--- src/rtl/ldpc_enc_pkg.sv ---
// Shared types and defaults for the LDPC encoder front end: feeder FSM states,
// default code geometry and the counter width helper.
package ldpc_enc_pkg;

  typedef enum logic [2:0] {
    ST_IDLE,
    ST_START,
    ST_LOAD,
    ST_SHIFT,
    ST_REQ,
    ST_WAIT_P
  } feeder_state_e;

  localparam int DEF_K = 32;
  localparam int DEF_W = 8;

  function automatic int cnt_width(input int n);
    return $clog2(n + 1);
  endfunction

endpackage

--- src/rtl/ldpc_bit_serializer.sv ---
// W-bit LSB-first serializer with per-word bit counter and s_last tag.
// With LDPC_FEEDER_PREFETCH_EN a one-word holding register feeds the shifter gaplessly.
module ldpc_bit_serializer
  import ldpc_enc_pkg::*;
#(
  parameter int W = DEF_W
) (
  input  logic         clk,
  input  logic         rst,
  input  logic         clear_i,
  input  logic         load_i,
  input  logic         shift_i,
  input  logic [W-1:0] load_data_i,
  input  logic         load_last_i,
`ifdef LDPC_FEEDER_PREFETCH_EN
  input  logic         push_i,
  output logic         hold_full_o,
`endif
  output logic         bit_o,
  output logic         word_last_o,
  output logic         cur_last_o,
  output logic         word_empty_o
);

  localparam int BW = (W > 1) ? $clog2(W) : 1;
  localparam logic [BW-1:0] LAST_IDX = BW'(W - 1);

  logic [W-1:0]  shreg_q, shreg_d;
  logic          last_q, last_d;
  logic [BW-1:0] bitcnt_q, bitcnt_d;
  logic          empty_q, empty_d;
`ifdef LDPC_FEEDER_PREFETCH_EN
  logic [W-1:0]  hold_q, hold_d;
  logic          hold_last_q, hold_last_d;
  logic          hold_full_q, hold_full_d;
`endif

  // A load on the final shift cycle overrides the shift so the next word starts without a gap.
  always_comb begin
    shreg_d  = shreg_q;
    last_d   = last_q;
    bitcnt_d = bitcnt_q;
    empty_d  = empty_q;
`ifdef LDPC_FEEDER_PREFETCH_EN
    hold_d      = hold_q;
    hold_last_d = hold_last_q;
    hold_full_d = hold_full_q;
`endif
    if (shift_i) begin
      shreg_d = shreg_q >> 1;
      if (bitcnt_q == LAST_IDX) begin
        bitcnt_d = '0;
        empty_d  = 1'b1;
      end else begin
        bitcnt_d = bitcnt_q + BW'(1);
      end
    end
    if (load_i) begin
`ifdef LDPC_FEEDER_PREFETCH_EN
      if (hold_full_q) begin
        shreg_d     = hold_q;
        last_d      = hold_last_q;
        hold_full_d = 1'b0;
      end else
`endif
      begin
        shreg_d = load_data_i;
        last_d  = load_last_i;
      end
      bitcnt_d = '0;
      empty_d  = 1'b0;
    end
`ifdef LDPC_FEEDER_PREFETCH_EN
    if (push_i) begin
      hold_d      = load_data_i;
      hold_last_d = load_last_i;
      hold_full_d = 1'b1;
    end
`endif
    if (clear_i) begin
      bitcnt_d = '0;
      empty_d  = 1'b1;
`ifdef LDPC_FEEDER_PREFETCH_EN
      hold_full_d = 1'b0;
`endif
    end
  end

  always_ff @(posedge clk or posedge rst) begin
    if (rst) begin
      shreg_q  <= '0;
      last_q   <= 1'b0;
      bitcnt_q <= '0;
      empty_q  <= 1'b1;
`ifdef LDPC_FEEDER_PREFETCH_EN
      hold_q      <= '0;
      hold_last_q <= 1'b0;
      hold_full_q <= 1'b0;
`endif
    end else begin
      shreg_q  <= shreg_d;
      last_q   <= last_d;
      bitcnt_q <= bitcnt_d;
      empty_q  <= empty_d;
`ifdef LDPC_FEEDER_PREFETCH_EN
      hold_q      <= hold_d;
      hold_last_q <= hold_last_d;
      hold_full_q <= hold_full_d;
`endif
    end
  end

  assign bit_o        = shreg_q[0];
  assign word_last_o  = (bitcnt_q == LAST_IDX);
  assign cur_last_o   = last_q;
  assign word_empty_o = empty_q;
`ifdef LDPC_FEEDER_PREFETCH_EN
  assign hold_full_o  = hold_full_q;
`endif

endmodule

--- src/rtl/ldpc_msg_feeder.sv ---
// LDPC message feeder: host word stream to bit-serial encoder input plus control strobes.
// LDPC_FEEDER_PREFETCH_EN adds word prefetch (gapless en_din) and the feed_ovr flag.
module ldpc_msg_feeder
  import ldpc_enc_pkg::*;
#(
  parameter  int K  = DEF_K,
  parameter  int W  = DEF_W,
  localparam int CW = cnt_width(K)
) (
  input  logic         clk,
  input  logic         rst,
  input  logic [W-1:0] s_data,
  input  logic         s_valid,
  output logic         s_ready,
  input  logic         s_last,
  output logic         en_start,
  output logic         en_din,
  output logic         msg_bit,
  output logic         read_parity,
  input  logic         parity_out_done,
  input  logic         done_encode,
  output logic         frame_done,
  output logic         frame_err,
  output logic         busy
`ifdef LDPC_FEEDER_PREFETCH_EN
  ,
  output logic         feed_ovr
`endif
);

  localparam logic [CW-1:0] K_CNT     = CW'(K);
  localparam logic [CW-1:0] LAST_BASE = CW'(K - W);

  feeder_state_e state_q, state_d;
  logic [CW-1:0] cnt_q, cnt_d, cnt_inc;
  logic          err_q, err_d;
  logic          pad_q, pad_d;
  logic          frame_done_q, frame_done_d;
  logic          pad_now;

  logic          ser_clear, ser_load, ser_shift, ser_load_last;
  logic [W-1:0]  ser_load_data;
  logic          ser_bit, ser_word_last, ser_cur_last, ser_empty;
`ifdef LDPC_FEEDER_PREFETCH_EN
  logic          ser_push, ser_hold_full;
  logic          ovr_q, ovr_d;
`else
  logic          unused_done_encode;
  assign unused_done_encode = done_encode;
`endif

  assign cnt_inc = cnt_q + CW'(1);
  // Once a frame ended early, every further word is synthesised as zeros tagged last.
  assign pad_now = pad_q | ((state_q == ST_SHIFT) & ser_cur_last);

  always_comb begin
    state_d       = state_q;
    cnt_d         = cnt_q;
    err_d         = err_q;
    pad_d         = pad_q;
    frame_done_d  = 1'b0;
    s_ready       = 1'b0;
    en_start      = 1'b0;
    en_din        = 1'b0;
    read_parity   = 1'b0;
    ser_clear     = 1'b0;
    ser_load      = 1'b0;
    ser_shift     = 1'b0;
    ser_load_data = pad_now ? '0 : s_data;
    ser_load_last = pad_now | s_last;
`ifdef LDPC_FEEDER_PREFETCH_EN
    ser_push      = 1'b0;
    ovr_d         = ovr_q;
`endif
    case (state_q)
      ST_IDLE: begin
        if (s_valid) state_d = ST_START;
      end
      ST_START: begin
        en_start  = 1'b1;
        cnt_d     = '0;
        err_d     = 1'b0;
        pad_d     = 1'b0;
        ser_clear = 1'b1;
`ifdef LDPC_FEEDER_PREFETCH_EN
        ovr_d     = 1'b0;
`endif
        state_d   = ST_LOAD;
      end
      ST_LOAD: begin
        s_ready = ~pad_q;
        if (pad_q || s_valid) begin
          ser_load = 1'b1;
          state_d  = ST_SHIFT;
        end
      end
      ST_SHIFT: begin
        en_din    = ~ser_empty;
        ser_shift = 1'b1;
        cnt_d     = cnt_inc;
`ifdef LDPC_FEEDER_PREFETCH_EN
        // Never prefetch past the final word so the next frame's first word waits for IDLE.
        s_ready = ~ser_hold_full & ~ser_cur_last & ~pad_q & (cnt_q < LAST_BASE);
        if (s_ready && s_valid && !ser_word_last) ser_push = 1'b1;
`endif
        if (ser_word_last) begin
          if (cnt_inc == K_CNT) begin
            state_d = ST_REQ;
            if (!ser_cur_last) err_d = 1'b1;
          end else begin
            if (ser_cur_last) begin
              err_d = 1'b1;
              pad_d = 1'b1;
            end
`ifdef LDPC_FEEDER_PREFETCH_EN
            if (ser_hold_full || pad_now || (s_ready && s_valid)) ser_load = 1'b1;
            else state_d = ST_LOAD;
`else
            state_d = ST_LOAD;
`endif
          end
        end
      end
      ST_REQ: begin
        read_parity = 1'b1;
`ifdef LDPC_FEEDER_PREFETCH_EN
        if (!done_encode) ovr_d = 1'b1;
`endif
        state_d = ST_WAIT_P;
      end
      ST_WAIT_P: begin
        if (parity_out_done) begin
          frame_done_d = 1'b1;
          state_d      = ST_IDLE;
        end
      end
      default: state_d = ST_IDLE;
    endcase
  end

  always_ff @(posedge clk or posedge rst) begin
    if (rst) begin
      state_q      <= ST_IDLE;
      cnt_q        <= '0;
      err_q        <= 1'b0;
      pad_q        <= 1'b0;
      frame_done_q <= 1'b0;
`ifdef LDPC_FEEDER_PREFETCH_EN
      ovr_q        <= 1'b0;
`endif
    end else begin
      state_q      <= state_d;
      cnt_q        <= cnt_d;
      err_q        <= err_d;
      pad_q        <= pad_d;
      frame_done_q <= frame_done_d;
`ifdef LDPC_FEEDER_PREFETCH_EN
      ovr_q        <= ovr_d;
`endif
    end
  end

  ldpc_bit_serializer #(.W(W)) u_ser (
    .clk          (clk),
    .rst          (rst),
    .clear_i      (ser_clear),
    .load_i       (ser_load),
    .shift_i      (ser_shift),
    .load_data_i  (ser_load_data),
    .load_last_i  (ser_load_last),
`ifdef LDPC_FEEDER_PREFETCH_EN
    .push_i       (ser_push),
    .hold_full_o  (ser_hold_full),
`endif
    .bit_o        (ser_bit),
    .word_last_o  (ser_word_last),
    .cur_last_o   (ser_cur_last),
    .word_empty_o (ser_empty)
  );

  assign msg_bit    = en_din & ser_bit;
  assign frame_done = frame_done_q;
  assign frame_err  = err_q;
  assign busy       = (state_q != ST_IDLE);
`ifdef LDPC_FEEDER_PREFETCH_EN
  assign feed_ovr   = ovr_q;
`endif

endmodule

--- config.mk ---
export PLATFORM = sky130hd
export DESIGN_NAME = ldpc_msg_feeder
export DESIGN_NICKNAME = d
export VERILOG_FILES = /design/src/rtl/ldpc_enc_pkg.sv /design/src/rtl/ldpc_bit_serializer.sv /design/src/rtl/ldpc_msg_feeder.sv
export SDC_FILE = /design/constraint.sdc
export NUM_CORES = 1
export LEC_CHECK = 0
export ABC_AREA = 1
export BUFFER_PORTS_ARGS = -buffer_cell sky130_fd_sc_hd__buf_2
export CORE_ASPECT_RATIO = 1.25
export CORE_UTILIZATION = 55
export DETAILED_ROUTE_END_ITERATION = 10
export HOLD_SLACK_MARGIN = 0.08
export PLACE_DENSITY = 0.74
export SYNTH_ARGS = -nofsm -noshare
export SYNTH_HDL_FRONTEND = slang
export SYNTH_HIERARCHICAL = 1
export SYNTH_SLANG_ARGS = --single-unit
--- constraint.sdc ---
create_clock -name clk -period 2.3 [get_ports clk]
set_clock_uncertainty 0.1 [all_clocks]
set_input_delay 0.46 -clock clk [delete_from_list [all_inputs] [get_ports clk]]
set_output_delay 0.46 -clock clk [all_outputs]
set_load 0.005 [all_outputs]
* Yosys cells after proc, flatten, opt, wreduce, memory -nomap -nowiden
Cells that the tools add are included.
Operators by class: reduce and logical (&&, ||, !) cells 11, muxes and demuxes 35, eq/ne operators 15, bitwise logic cells 6, $add $sub $neg 2
Operators with widths (count):
- two-way mux 3 bit | 9
- two-way mux 8 bit | 3
- two-way mux 1 bit | 19
- case mux 3 bit (6 select lines) | 1
- case mux 6 bit (2 select lines) | 1
- AND reduction 4 bit | 3
- != test 2 bit, second input constant | 5
- equality test 3 bit, second input constant | 3
- nonzero test 3 bit | 3
- adder 6 x 1 -> 6 bit, second input constant | 1
- equality test 3 x 2 -> 1 bit, second input constant | 2
- equality test 6 bit, second input constant | 1
- case mux 1 bit (2 select lines) | 2
- nonzero test 2 bit | 2
- adder 3 x 1 -> 3 bit, second input constant | 1
- equality test 3 x 1 -> 1 bit, second input constant | 1
- logical NOT 3 bit | 1
- != test 3 x 1 -> 1 bit, second input constant | 1
- != test 3 bit, second input constant | 1
- bitwise AND 1 bit | 2
- != test 2 x 1 -> 1 bit, second input constant | 1
- inverter 1 bit | 2
- OR 1 bit | 2
- AND reduction 2 bit | 1
- logical OR 1 bit | 1
Storage, ports and cells: flip-flop bits (word level) 25

* Depth between registers and ports, before layout
depth after elaboration 5, depth in mapped cells 11, depth with buffers taken out 11

* Modules after synthesis
Netlist, hierarchy kept.
Modules (own cells, without submodules):
- ldpc_msg_feeder | times used 1, area each 865.8 sq um, cells each 121
- ldpc_bit_serializer | times used 1, area each 614.3 sq um, cells each 70

* Worst setup path before layout
Ideal clock, no wire load.
path kind flip-flop to flip-flop, from register state_q[2], to register u_ser.bitcnt_q[2], library setup time 0.118 ns, cell stages (with the launch flop) 8, data required time 2.082 ns, path buffers 1, setup slack 0.792 ns, arrival 1.290 ns, clock period less this slack 1.508 ns, path through dfrtp_1 -> inv_2 -> nand3_1 -> a21oi_1 -> buf_6 -> nor2_4 -> nand3_1 -> nand2_1
On the way: longest elaborated chain between the ends 4, elaborated cells on any way between the ends 9, those cells by class 3 x eq/ne; 5 x mux; 1 x reduce/logical
Ends and longest elaborated chain:
- start, declared | RTL line ldpc_msg_feeder.sv:34 | feeder_state_e state_q, state_d;
- start signal, assigned | RTL line ldpc_msg_feeder.sv:152 | state_q <= state_d;
- equality test 3 x 2 -> 1 bit * | RTL line ldpc_msg_feeder.sv:75 | case (state_q)
- two-way mux 1 bit * | RTL line ldpc_msg_feeder.sv:75
- named net ser_load | RTL line ldpc_msg_feeder.sv:41 | logic ser_clear, ser_load, ser_shift, ser_load_last;
- two-way mux 3 bit | RTL line ldpc_bit_serializer.sv:58 | if (load_i) begin
- two-way mux 3 bit | RTL line ldpc_bit_serializer.sv:80 | if (clear_i) begin
- end signal, assigned | RTL line ldpc_bit_serializer.sv:103 | bitcnt_q <= bitcnt_d;
- end, declared | RTL line ldpc_bit_serializer.sv:30 | logic [BW-1:0] bitcnt_q, bitcnt_d;
The timed path passes the listed nets; every way through them passes the cells marked *. A chain may end at the register's enable or synchronous reset.

* Worst setup path in the final report
from register state_q[2], to output en_start
On the way: longest elaborated chain between the ends 2
Ends and longest elaborated chain:
- equality test 3 x 1 -> 1 bit | RTL line ldpc_msg_feeder.sv:75
- two-way mux 1 bit | RTL line ldpc_msg_feeder.sv:75
- end, declared | RTL line ldpc_msg_feeder.sv:16 | output logic en_start,
Every way passes these cells.

==> flow_summary.json <==
{
  "synth_ff_type": "dfrtp_1",
  "drt_iter0_markers": 23,
  "cts.clk_slew.worst_paths_ps": 140,
  "dp.cells": 242,
  "grt_max_degree": 23,
  "dp_hpwl_um": 2110,
  "cts.htree.levels": 1,
  "fin_crit_ps": 1980,
  "hp-class": "in -> reg",
  "yosys.area.top_type": "dfrtp_1",
  "port_buffers": 20,
  "start_util_pct": 59.2,
  "cp_max_fo": 5,
  "drtPass1Iterations": 4,
  "period_share_pct": 86.3,
  "synthCells": 191,
  "gp_congestion": 0.853,
  "yosys-top-cells-count": "nand2_1, nand3_1, inv_1, dfrtp_1, nor2_1",
  "seq_area_frac_synth_pct": 42.3,
  "drive_gt1_share_pct": 22.0,
  "fin_nets": 232,
  "grt_pass1_wl_um": 5180,
  "grt_pass1_vias": 1290,
  "cts_tree": "built",
  "synth_seq_cells": 25,
  "crit_arrival_ps": 1420,
  "start_kind": "flop",
  "async_flop_share_pct": 100,
  "post_dp_cell_area_sq_um": 1600,
  "antenna_found_initial": 0,
  "viasPerCell": 5.13,
  "rows": 20,
  "track_usage_pct": 22.9,
  "fmax_ghz": 0.504,
  "overflow": 0,
  "synth_top_area_share_pct": 40.6,
  "final_cells": 247,
  "final_util_pct": 65.5,
  "core_area_sq_um": 2500,
  "ant_nets": 0,
  "outcome": "completed",
  "finalSetupViolations": 0,
  "clk_path_buf_depth": 2,
  "cts-buffers-inserted": 3,
  "power.leakage_nw": 0.864,
  "slew_headroom_pct": 66.0,
  "tns_ps": 0,
  "peakVddDrop_mv": 0.610,
  "drv_slew": 0,
  "drt_wl_total_um": 2800,
  "fp.dieArea_sq_um": 2900,
  "p_per_area_nw_per_um2": 1170,
  "clock_latency_ps": 320,
  "cts_root_buf": "clkbuf_4",
  "endpoint_kind": "output pin",
  "rsz0062_at_grt": "false",
  "clkSinkCount": 25,
  "finalHoldViolations": 0,
  "synth_most_common_cell": "nand2_1",
  "p_total_mw": 1.92,
  "ys_top_cells_by_area": "dfrtp_1, nand3_1, nand2_1",
  "die_w_um": 48.4,
  "final_area_sq_um": 1640,
  "synth_fp_nets": 208,
  "area_growth_pct": 10.7,
  "antennaDiodeCount": 0,
  "vias": 1268,
  "wl_per_cell_um": 11.3,
  "drc_errors": 0,
  "tightestPinTransition_ps": 510,
  "post_cts_buffers": 0,
  "drv_cap": 0,
  "worstPathRequired_ps": 1740,
  "yosysWarnings": 6,
  "synth_area_sq_um": 1480,
  "worst-setup-path-type": "reg -> out",
  "fp.dieH_um": 60,
  "synth_cell_types": 28,
  "synth_edf_count": 0,
  "num_io_pins": 22,
  "avgSynthCellArea_sq_um": 7.75
}
==> path summary, 6_finish.rpt <==
path | startpoint | end | slack [ps] | cells past startpoint
max | state_q[2] | en_start | 320 | 2
min | parity_out_done | frame_done | 240 | 3
max reg2reg | state_q[2] | u_ser/shreg_q[0] | 470 | 6
min reg2reg | frame_err | frame_err | 390 | 2
max in group asynchronous | rst | u_ser/word_empty_o | 1150 | 3
min in group asynchronous | rst | cnt_q[0] | 580 | 3
==> area by class of cell <==
cell class | count | area, sq um
Clock buffer | 3 | 22.5
Multi-Input combinational cell | 133 | 704
Clock inverter | 1 | 7.51
Sequential cell | 25 | 627
Inverter | 29 | 111
Fill cell | 233 | 863
Tap cell | 33 | 41.3
Timing Repair Buffer | 23 | 125
==> critical path, cell delays in order, from the launching register on <==
cell and delay [ps]:
dfrtp_1 490, nor3_2 410, buf_2 190
==> metrics by stage <==
step / setup slack (ps) / hold slack (ps)
3_5_place_dp: 498 / 359
2_1_floorplan: 792 / 225
6_report: 316 / 242
3_3_place_gp: 542 / 353
5_1_grt: 207 / 252
4_1_cts: 284 / 234
==> routing by layer <==
| metal | up-vias | GRT usage [%] | share of wire [%] |
|---|---|---|---|
| met4 | 0 | 11.3 | 2.0 |
| met3 | 6 | 2.29 | 2.4 |
| met5 | - | 0 | 0 |
| met1 | 584 | 25.7 | 45 |
| met2 | 23 | 43.7 | 51 |
| li1 | 655 | - | - |
==> where the power goes <==
group          total, mW  internal (mW)  switching [mW]
clock              0.201         0.0665           0.134
sequential         0.750          0.608           0.141
combinational      0.971          0.353           0.618
==> repair_timing <==
item	CTS	global route
gates resized for setup	0	0
hold buffers	1	0
hold endpoints to repair	24	0
==> sequential cells by signal (all words and copies together) (netlist names) <==
| name | flops |
|---|---|
| u_ser/cur_last_o | 1 |
| u_ser/shreg_q | 8 |
| frame_err | 1 |
| cnt_q | 6 |
| frame_done | 1 |
| state_q | 3 |
| u_ser/word_empty_o | 1 |
| u_ser/bitcnt_q | 3 |
| pad_q | 1 |
==> kinds of logic (layout without fill, tap and decap cells) <==
kind of cell               Yosys count  in the layout  share of synthesized area (%)
and+or+nand+nor                    113            113                           37.1
adders and majority gates            3              3                           2.54
DFF                                 25             25                           42.4
buffers and inverters               33             56                           10.1
AOI/OAI and AO/OA                   17             17                           7.95
==> cells in the final DEF (no fill, tap or decap) <==
| cell type | count |
|---|---|
| nor2_4 | 4 |
| buf_2 | 20 |
| buf_4 | 2 |
| nand2_2 | 4 |
| o21ai_2 | 1 |
| inv_2 | 2 |
| o21ai_4 | 1 |
| a21oi_2 | 1 |
| nand3_1 | 33 |
| nor2_1 | 19 |
| nor3b_1 | 1 |
| inv_4 | 1 |
| dlygate4sd3_1 | 1 |
| clkinvlp_4 | 1 |
| o21ai_1 | 4 |
| nand2_1 | 43 |
| o2bb2ai_1 | 1 |
| nor3_2 | 1 |
| dfrtp_1 | 24 |
| nand3_2 | 2 |
| nand4_1 | 3 |
| a21oi_1 | 3 |
| nor3b_2 | 1 |
| o21ai_0 | 5 |
| clkbuf_4 | 3 |
| ha_1 | 3 |
| inv_1 | 26 |
| o221ai_2 | 1 |
| dfstp_2 | 1 |
| or2_1 | 1 |
| nor2_2 | 1 |
No activity file was read; power rests on OpenSTA's default activity.
